**config.mk**
```make
export PLATFORM = sky130hd
export DESIGN_NAME = fetch_unit_flat
export DESIGN_NICKNAME = d
export VERILOG_FILES = /design/src/rtl/riscv_pkg.sv /design/src/rtl/fetch_unit_if.sv /design/src/rtl/fetch_unit_next_pc_sel.sv /design/src/rtl/fetch_unit.sv /design/src/flat_wrapper.sv
export SDC_FILE = /design/constraint.sdc
export NUM_CORES = 1
export LEC_CHECK = 0
export BUFFER_PORTS_ARGS = -buffer_cell sky130_fd_sc_hd__buf_2
export CORE_UTILIZATION = 34
export DETAILED_ROUTE_END_ITERATION = 16
export GPL_ROUTABILITY_DRIVEN = 1
export REMOVE_ABC_BUFFERS = 1
export SETUP_SLACK_MARGIN = 0.5
export SKIP_CTS_REPAIR_TIMING = 1
export SLEW_MARGIN = 20
export SYNTH_ARGS = -nofsm -noshare
export SYNTH_HDL_FRONTEND = slang
export SYNTH_SLANG_ARGS = --single-unit
```
**constraint.sdc**
```tcl
create_clock -name clk -period 13.1 [get_ports clk]
set_input_delay 3.275 -clock clk [delete_from_list [all_inputs] [get_ports clk]]
set_output_delay 3.275 -clock clk [all_outputs]
set_load 0.02 [all_outputs]
```
**src/rtl/riscv_pkg.sv**
```systemverilog
// Shared RV32I constants and the fetch sequencer state encoding.
package riscv_pkg;

  localparam int unsigned XLEN = 32;

  localparam logic [6:0] R_TYPE = 7'b0110011;
  localparam logic [6:0] I_TYPE = 7'b0010011;
  localparam logic [6:0] BRANCH = 7'b1100011;
  localparam logic [6:0] JAL    = 7'b1101111;
  localparam logic [6:0] JALR   = 7'b1100111;
  localparam logic [6:0] LUI    = 7'b0110111;
  localparam logic [6:0] AUIPC  = 7'b0010111;

  localparam logic [31:0] NOP_INSN = 32'h0000_0013;

  typedef enum logic [2:0] {
    IDLE,
    REQ,
    WAIT,
    HOLD,
    HALT
  } fetch_state_e;

endpackage

```
**src/rtl/fetch_unit_if.sv**
```systemverilog
// Instruction-memory request/response and decode-stage handshake bundle.
interface fetch_unit_if
  import riscv_pkg::*;
  ();

  logic            imem_req_valid;
  logic            imem_req_ready;
  logic [XLEN-1:0] imem_addr;
  logic            imem_rsp_valid;
  logic [31:0]     imem_rsp_data;

  logic            inst_valid;
  logic            inst_ready;
  logic [31:0]     inst;
  logic [XLEN-1:0] inst_pc;
  logic [XLEN-1:0] pc_plus4;

  logic            is_jal;
  logic            is_jalr;
  logic            branch;
  logic            branch_confirm;
  logic [XLEN-1:0] branch_target;
  logic [XLEN-1:0] jal_target;
  logic [XLEN-1:0] jalr_target;

  modport master (
    output imem_req_valid, imem_addr,
    input  imem_req_ready, imem_rsp_valid, imem_rsp_data,
    output inst_valid, inst, inst_pc, pc_plus4,
    input  inst_ready, is_jal, is_jalr, branch, branch_confirm,
    input  branch_target, jal_target, jalr_target
  );

  modport slave (
    input  imem_req_valid, imem_addr,
    output imem_req_ready, imem_rsp_valid, imem_rsp_data,
    input  inst_valid, inst, inst_pc, pc_plus4,
    output inst_ready, is_jal, is_jalr, branch, branch_confirm,
    output branch_target, jal_target, jalr_target
  );

endinterface

```
**src/rtl/fetch_unit_next_pc_sel.sv**
```systemverilog
// Next-PC priority mux (JAL > JALR > taken branch > sequential) with alignment check.
module next_pc_sel
  import riscv_pkg::*;
  (
    input  logic [XLEN-1:0] inst_pc_i,
    input  logic            is_jal_i,
    input  logic            is_jalr_i,
    input  logic            branch_i,
    input  logic            branch_confirm_i,
    input  logic [XLEN-1:0] branch_target_i,
    input  logic [XLEN-1:0] jal_target_i,
    input  logic [XLEN-1:0] jalr_target_i,
    output logic [XLEN-1:0] next_pc_o,
    output logic            misaligned_o
  );

  always_comb begin
    next_pc_o = inst_pc_i + XLEN'(4);
    if (is_jal_i) begin
      next_pc_o = jal_target_i;
    end else if (is_jalr_i) begin
      next_pc_o = {jalr_target_i[XLEN-1:1], 1'b0};
    end else if (branch_i && branch_confirm_i) begin
      next_pc_o = branch_target_i;
    end
  end

  assign misaligned_o = |next_pc_o[1:0];

endmodule

```
**src/rtl/fetch_unit.sv**
```systemverilog
// Fetch/PC sequencer: one outstanding word fetch, held for decode until consumed.
module fetch_unit
  import riscv_pkg::*;
  #(
    parameter int unsigned    XLEN     = 32,
    parameter logic [XLEN-1:0] RESET_PC = 32'h0000_0000
  )
  (
    input  logic         clk,
    input  logic         reset,
    fetch_unit_if.master bus,
    output logic         halted,
    output logic [31:0]  instret
  );

  fetch_state_e    state_q, state_d;
  logic [XLEN-1:0] pc_q, pc_d;
  logic [31:0]     inst_q, inst_d;
  logic [XLEN-1:0] inst_pc_q, inst_pc_d;
  logic [31:0]     instret_q, instret_d;
  logic [XLEN-1:0] next_pc;
  logic            misaligned;

  next_pc_sel u_next_pc_sel (
    .inst_pc_i        (inst_pc_q),
    .is_jal_i         (bus.is_jal),
    .is_jalr_i        (bus.is_jalr),
    .branch_i         (bus.branch),
    .branch_confirm_i (bus.branch_confirm),
    .branch_target_i  (bus.branch_target),
    .jal_target_i     (bus.jal_target),
    .jalr_target_i    (bus.jalr_target),
    .next_pc_o        (next_pc),
    .misaligned_o     (misaligned)
  );

  always_ff @(posedge clk or posedge reset) begin
    if (reset) begin
      state_q   <= IDLE;
      pc_q      <= RESET_PC;
      inst_q    <= NOP_INSN;
      inst_pc_q <= RESET_PC;
      instret_q <= '0;
    end else begin
      state_q   <= state_d;
      pc_q      <= pc_d;
      inst_q    <= inst_d;
      inst_pc_q <= inst_pc_d;
      instret_q <= instret_d;
    end
  end

  always_comb begin
    state_d   = state_q;
    pc_d      = pc_q;
    inst_d    = inst_q;
    inst_pc_d = inst_pc_q;
    instret_d = instret_q;
    case (state_q)
      IDLE: state_d = REQ;
      REQ: begin
        if (bus.imem_req_ready) state_d = WAIT;
      end
      WAIT: begin
        if (bus.imem_rsp_valid) begin
          inst_d    = bus.imem_rsp_data;
          inst_pc_d = pc_q;
          state_d   = HOLD;
        end
      end
      HOLD: begin
        // A misaligned target is latched into pc but never requested.
        if (bus.inst_ready) begin
          instret_d = instret_q + 32'd1;
          pc_d      = next_pc;
          state_d   = misaligned ? HALT : REQ;
        end
      end
      HALT:    state_d = HALT;
      default: state_d = IDLE;
    endcase
  end

  assign bus.imem_req_valid = (state_q == REQ);
  assign bus.imem_addr      = pc_q;
  assign bus.inst_valid     = (state_q == HOLD);
  assign bus.inst           = (state_q == HOLD) ? inst_q : NOP_INSN;
  assign bus.inst_pc        = inst_pc_q;
  assign bus.pc_plus4       = inst_pc_q + XLEN'(4);
  assign halted             = (state_q == HALT);
  assign instret            = instret_q;

endmodule

```
**src/flat_wrapper.sv**
```systemverilog
// flat-port wrapper written by rule: the top's interface ports become plain ports
module fetch_unit_flat import riscv_pkg::*;
#(
    parameter int unsigned    XLEN     = 32,
    parameter logic [XLEN-1:0] RESET_PC = 32'h0000_0000
  )
  (clk, reset, halted, instret, bus_imem_req_valid, bus_imem_addr, bus_imem_req_ready, bus_imem_rsp_valid, bus_imem_rsp_data, bus_inst_valid, bus_inst, bus_inst_pc, bus_pc_plus4, bus_inst_ready, bus_is_jal, bus_is_jalr, bus_branch, bus_branch_confirm, bus_branch_target, bus_jal_target, bus_jalr_target);
  fetch_unit_if bus_i ();
  input  logic clk;
  input  logic reset;
  output logic halted;
  output logic [31:0] instret;
  output wire logic [$bits(bus_i.imem_req_valid)-1:0] bus_imem_req_valid;
  output wire logic [$bits(bus_i.imem_addr)-1:0] bus_imem_addr;
  input wire logic [$bits(bus_i.imem_req_ready)-1:0] bus_imem_req_ready;
  input wire logic [$bits(bus_i.imem_rsp_valid)-1:0] bus_imem_rsp_valid;
  input wire logic [$bits(bus_i.imem_rsp_data)-1:0] bus_imem_rsp_data;
  output wire logic [$bits(bus_i.inst_valid)-1:0] bus_inst_valid;
  output wire logic [$bits(bus_i.inst)-1:0] bus_inst;
  output wire logic [$bits(bus_i.inst_pc)-1:0] bus_inst_pc;
  output wire logic [$bits(bus_i.pc_plus4)-1:0] bus_pc_plus4;
  input wire logic [$bits(bus_i.inst_ready)-1:0] bus_inst_ready;
  input wire logic [$bits(bus_i.is_jal)-1:0] bus_is_jal;
  input wire logic [$bits(bus_i.is_jalr)-1:0] bus_is_jalr;
  input wire logic [$bits(bus_i.branch)-1:0] bus_branch;
  input wire logic [$bits(bus_i.branch_confirm)-1:0] bus_branch_confirm;
  input wire logic [$bits(bus_i.branch_target)-1:0] bus_branch_target;
  input wire logic [$bits(bus_i.jal_target)-1:0] bus_jal_target;
  input wire logic [$bits(bus_i.jalr_target)-1:0] bus_jalr_target;
  assign bus_imem_req_valid = bus_i.imem_req_valid;
  assign bus_imem_addr = bus_i.imem_addr;
  assign bus_i.imem_req_ready = bus_imem_req_ready;
  assign bus_i.imem_rsp_valid = bus_imem_rsp_valid;
  assign bus_i.imem_rsp_data = bus_imem_rsp_data;
  assign bus_inst_valid = bus_i.inst_valid;
  assign bus_inst = bus_i.inst;
  assign bus_inst_pc = bus_i.inst_pc;
  assign bus_pc_plus4 = bus_i.pc_plus4;
  assign bus_i.inst_ready = bus_inst_ready;
  assign bus_i.is_jal = bus_is_jal;
  assign bus_i.is_jalr = bus_is_jalr;
  assign bus_i.branch = bus_branch;
  assign bus_i.branch_confirm = bus_branch_confirm;
  assign bus_i.branch_target = bus_branch_target;
  assign bus_i.jal_target = bus_jal_target;
  assign bus_i.jalr_target = bus_jalr_target;
  fetch_unit #(.XLEN(XLEN), .RESET_PC(RESET_PC)) u_core (.clk(clk), .reset(reset), .bus(bus_i), .halted(halted), .instret(instret));
endmodule
```
==> impl_results.md <==
* WL final at 22200 µm
* First-pass GRT wire length at 34600 µm
* Final number of setup-violating endpoints at 0
* Simple-gate share of the synthesized area at 21.2%
* PortBufs at 298
* Die area at 0.0211 mm²
* Worst min path class: flip-flop to flip-flop
* CP Max Fanout at 10
* CTS root buf: clkbuf_16
* Mapped Cells at 700
* Reg clk slew, reported paths at 0.06 ns
* CP Class: flip-flop to output port
* Top post-synthesis cells by area: dfrtp_1 (46%), mux2_2 (9.4%), xnor2_1 (4.4%)
* Post-Synth XOR/XNOR Area at 6.88%
* Clk_skew at 0.00946 ns
* Rows at 52
* Htree depth at 4
* RSZ-0062 raised after global routing: false
* TNS Setup at 0 ns
* EDFF count, synth at 0
* Compound-gate portion of the synthesized area at 11.1%
* Worst Path Arrival at 2.76 ns
* Layout cells sized above 1 at 42.5%
* Ant. Diodes at 0
* Post-synth ARST share at 100%
* Antenna Nets Post-Route at 0
* Yosys reg bits at 131
* Finished Core Util at 46.4%
* Status: completed
* CTS tree: done
* Largest area contributor in the netlist: dfrtp_1
* Mux contribution to synthesized area at 10.1%
* GRT Residual Overflow at 0
* Sequential cell area at 0.00328 mm²
* Slew Limit Headroom at 27.4%
* Mapped cell area at 0.00698 mm²
* R2r worst-path depth at 6
* Slowest stage cell, crit path: nand4_1
* Via count at 6422
* Clock tree buffer depth at 2
* Multi-input gate area at 0.00348 mm²
* Largest family of logic cells by synthesized area: simple AND/OR/NAND/NOR gates
* Crit-path cells: and4_1 -> nand4_1 -> o31a_1 -> or2_2 -> buf_2
* Synth cell types at 66
* Nets at 1120
* Vias in the first global route at 6295
* Critical path required time at 9.82 ns
* Register area share after synthesis at 47.0%
* Slew @ Worst Pin at 1.09 ns
* Die Ht at 145 µm
* Post-Synth Adder-Cell Area at 0.358%
* # fillers at 1963
* Initial Util at 34.6%
* Slew Limit Fails at 0
* Hold Path Depth at 1
* Areal power density over the cells at 229 mW/mm²
* Skew-Pair Late Insertion Delay at 0.41 ns
* Leak at 0.00455 µW
* CTS sink cnt at 131
* Synthesis-to-layout area growth at 34.2%
* Max Cap Violations at 0
* Die width at 145 µm
* Initial antenna violation count at 0
* Worst slack, placed at 7.32 ns
* DRT Pass-1 Iters at 4
* Ys flop type: dfrtp_1
* Avg Cell Area, Syn at 9.98 µm²
* WL/cell at 17.6 µm
* Core footprint at 0.0202 mm²
* Max incr delay on CP at 0.50 ns
* Synth Warn # at 0
* # DRC at 0
* Final Hold Viols at 0
* Boundary Pins at 300
* Final GP Congestion at 0.781
* Post-layout min period at 6.03 ns
* Worst setup SP type: flip-flop
* Total global-route track usage at 21.4%
* Initial DRC Count at 274
* DP Wirelength at 15600 µm
* Largest net degree at the start of global routing at 71
* Worst Setup End Kind: output port
* Fmax at 0.166 GHz
* Tcrit/Tclk final at 46.1%
* Final setup margin at 7.07 ns
* VDD IR max at 0.000109 V
* CTS Buf Count at 17
* Post-synth top area share at 45.9%
* Vias per cell at 5.08
-- cell families (layout without fill, tap and decap cells) --
group,Yosys count,in the layout
AND/OR/NAND/NOR,275,275
flip-flops,131,131
AO/OA/AOI/OAI,118,118
multiplexers,63,63
buffers and inverters,57,351
XOR/XNOR,54,54
adder cells (fa/ha/maj),2,2
-- worst paths after layout --
kind	startpoint	to	slack [ns]
min	u_core.instret[31]	u_core.instret[31]	0.47
max in group asynchronous	reset	u_core.bus.inst_pc[23]	8.81
max reg2reg	u_core.state_q[2]	u_core.instret[23]	10.55
max	u_core.bus.inst_pc[6]	bus_pc_plus4[21]	7.07
min reg2reg	u_core.instret[31]	u_core.instret[31]	0.47
min in group asynchronous	reset	u_core.inst_q[9]	2.93
-- state kept, by name (all words and copies together), names as in the netlist --
signal / cells
u_core.bus.inst_pc: 32
u_core.state_q: 3
u_core.instret: 32
u_core.bus.imem_addr: 32
u_core.inst_q: 32
-- metrics by stage --
stage	area (µm²)	power, µW	hold slack [ns]	instances
floorplan	6800	1280	0.472	655
global placement	8710	1620	0.456	1232
detailed placement	8710	1630	0.458	1232
CTS	9370	2170	0.470	1264
global route	9370	2270	0.509	1264
finish	9370	2150	0.468	1264
-- cells in the mapped netlist, drive strengths merged (3+ instances only) --
cell type,number
a21oi,19
a221o,3
a221oi,4
a31oi,12
and2,36
and3,13
and4,8
buf,7
clkbuf,38
dfrtp,128
dfstp,3
inv,11
mux2,58
mux2i,5
nand2,76
nand2b,6
nand3,31
nand4,11
nor2,35
nor3,20
nor3b,3
nor4,6
o211ai,7
o21a,4
o21ai,33
o221ai,4
o22ai,7
o2bb2ai,3
o311a,3
or2,6
or3,14
xnor2,35
xor2,19
-- critical path: cells and delay by family, from the launching register on --
kind	cells	cell delay (ns)
simple gates	3	1.23
buf+inv	1	0.18
flops	1	0.47
compound gates	1	0.46
-- layout make-up --
class | instances | area share, %
multi-input combinational | 512 | 37.2
sequential | 131 | 35.0
timing repair buffer | 307 | 16.6
clock buffer | 18 | 4.58
tap | 270 | 3.61
clock inverter | 14 | 2.40
inverter | 12 | 0.534
-- placed cells by master (no fill, tap or decap), types with 5 or more instances in the layout --
cell / synthesis / routed
buf_2: 3 / 298
dfrtp_1: 128 / 128
nand2_1: 76 / 76
mux2_2: 58 / 58
xnor2_1: 35 / 35
and2_1: 35 / 35
nor2_1: 34 / 34
o21ai_0: 33 / 33
nand3_1: 31 / 31
a21oi_1: 19 / 19
xor2_1: 18 / 18
nor3_1: 18 / 18
clkbuf_16: 0 / 17
and3_1: 13 / 13
or3_1: 13 / 13
a31oi_1: 12 / 12
inv_1: 11 / 10
nand4_1: 10 / 10
buf_4: 2 / 9
and4_1: 8 / 8
o211ai_1: 7 / 7
o22ai_1: 7 / 7
nand2b_1: 6 / 6
or2_2: 5 / 5
mux2i_1: 5 / 5
inv_6: 0 / 5
bufinv_16: 0 / 5
-- power by group --
part | internal (µW) | leakage (µW) | switching [µW]
combinational | 353 | 0.00262 | 544
clock | 341 | 0.000320 | 188
sequential | 565 | 0.00161 | 154
total | 1260 | 0.00455 | 887
-- per-layer routing --
metal	up-vias	part of all wire [%]	track usage, %
li1	3062	-	-
met1	3063	43	27.2
met2	268	48	35.1
met3	29	7.2	5.09
met4	0	2.1	8.47
met5	-	0	0
Power figures use the tool's default switching activity.
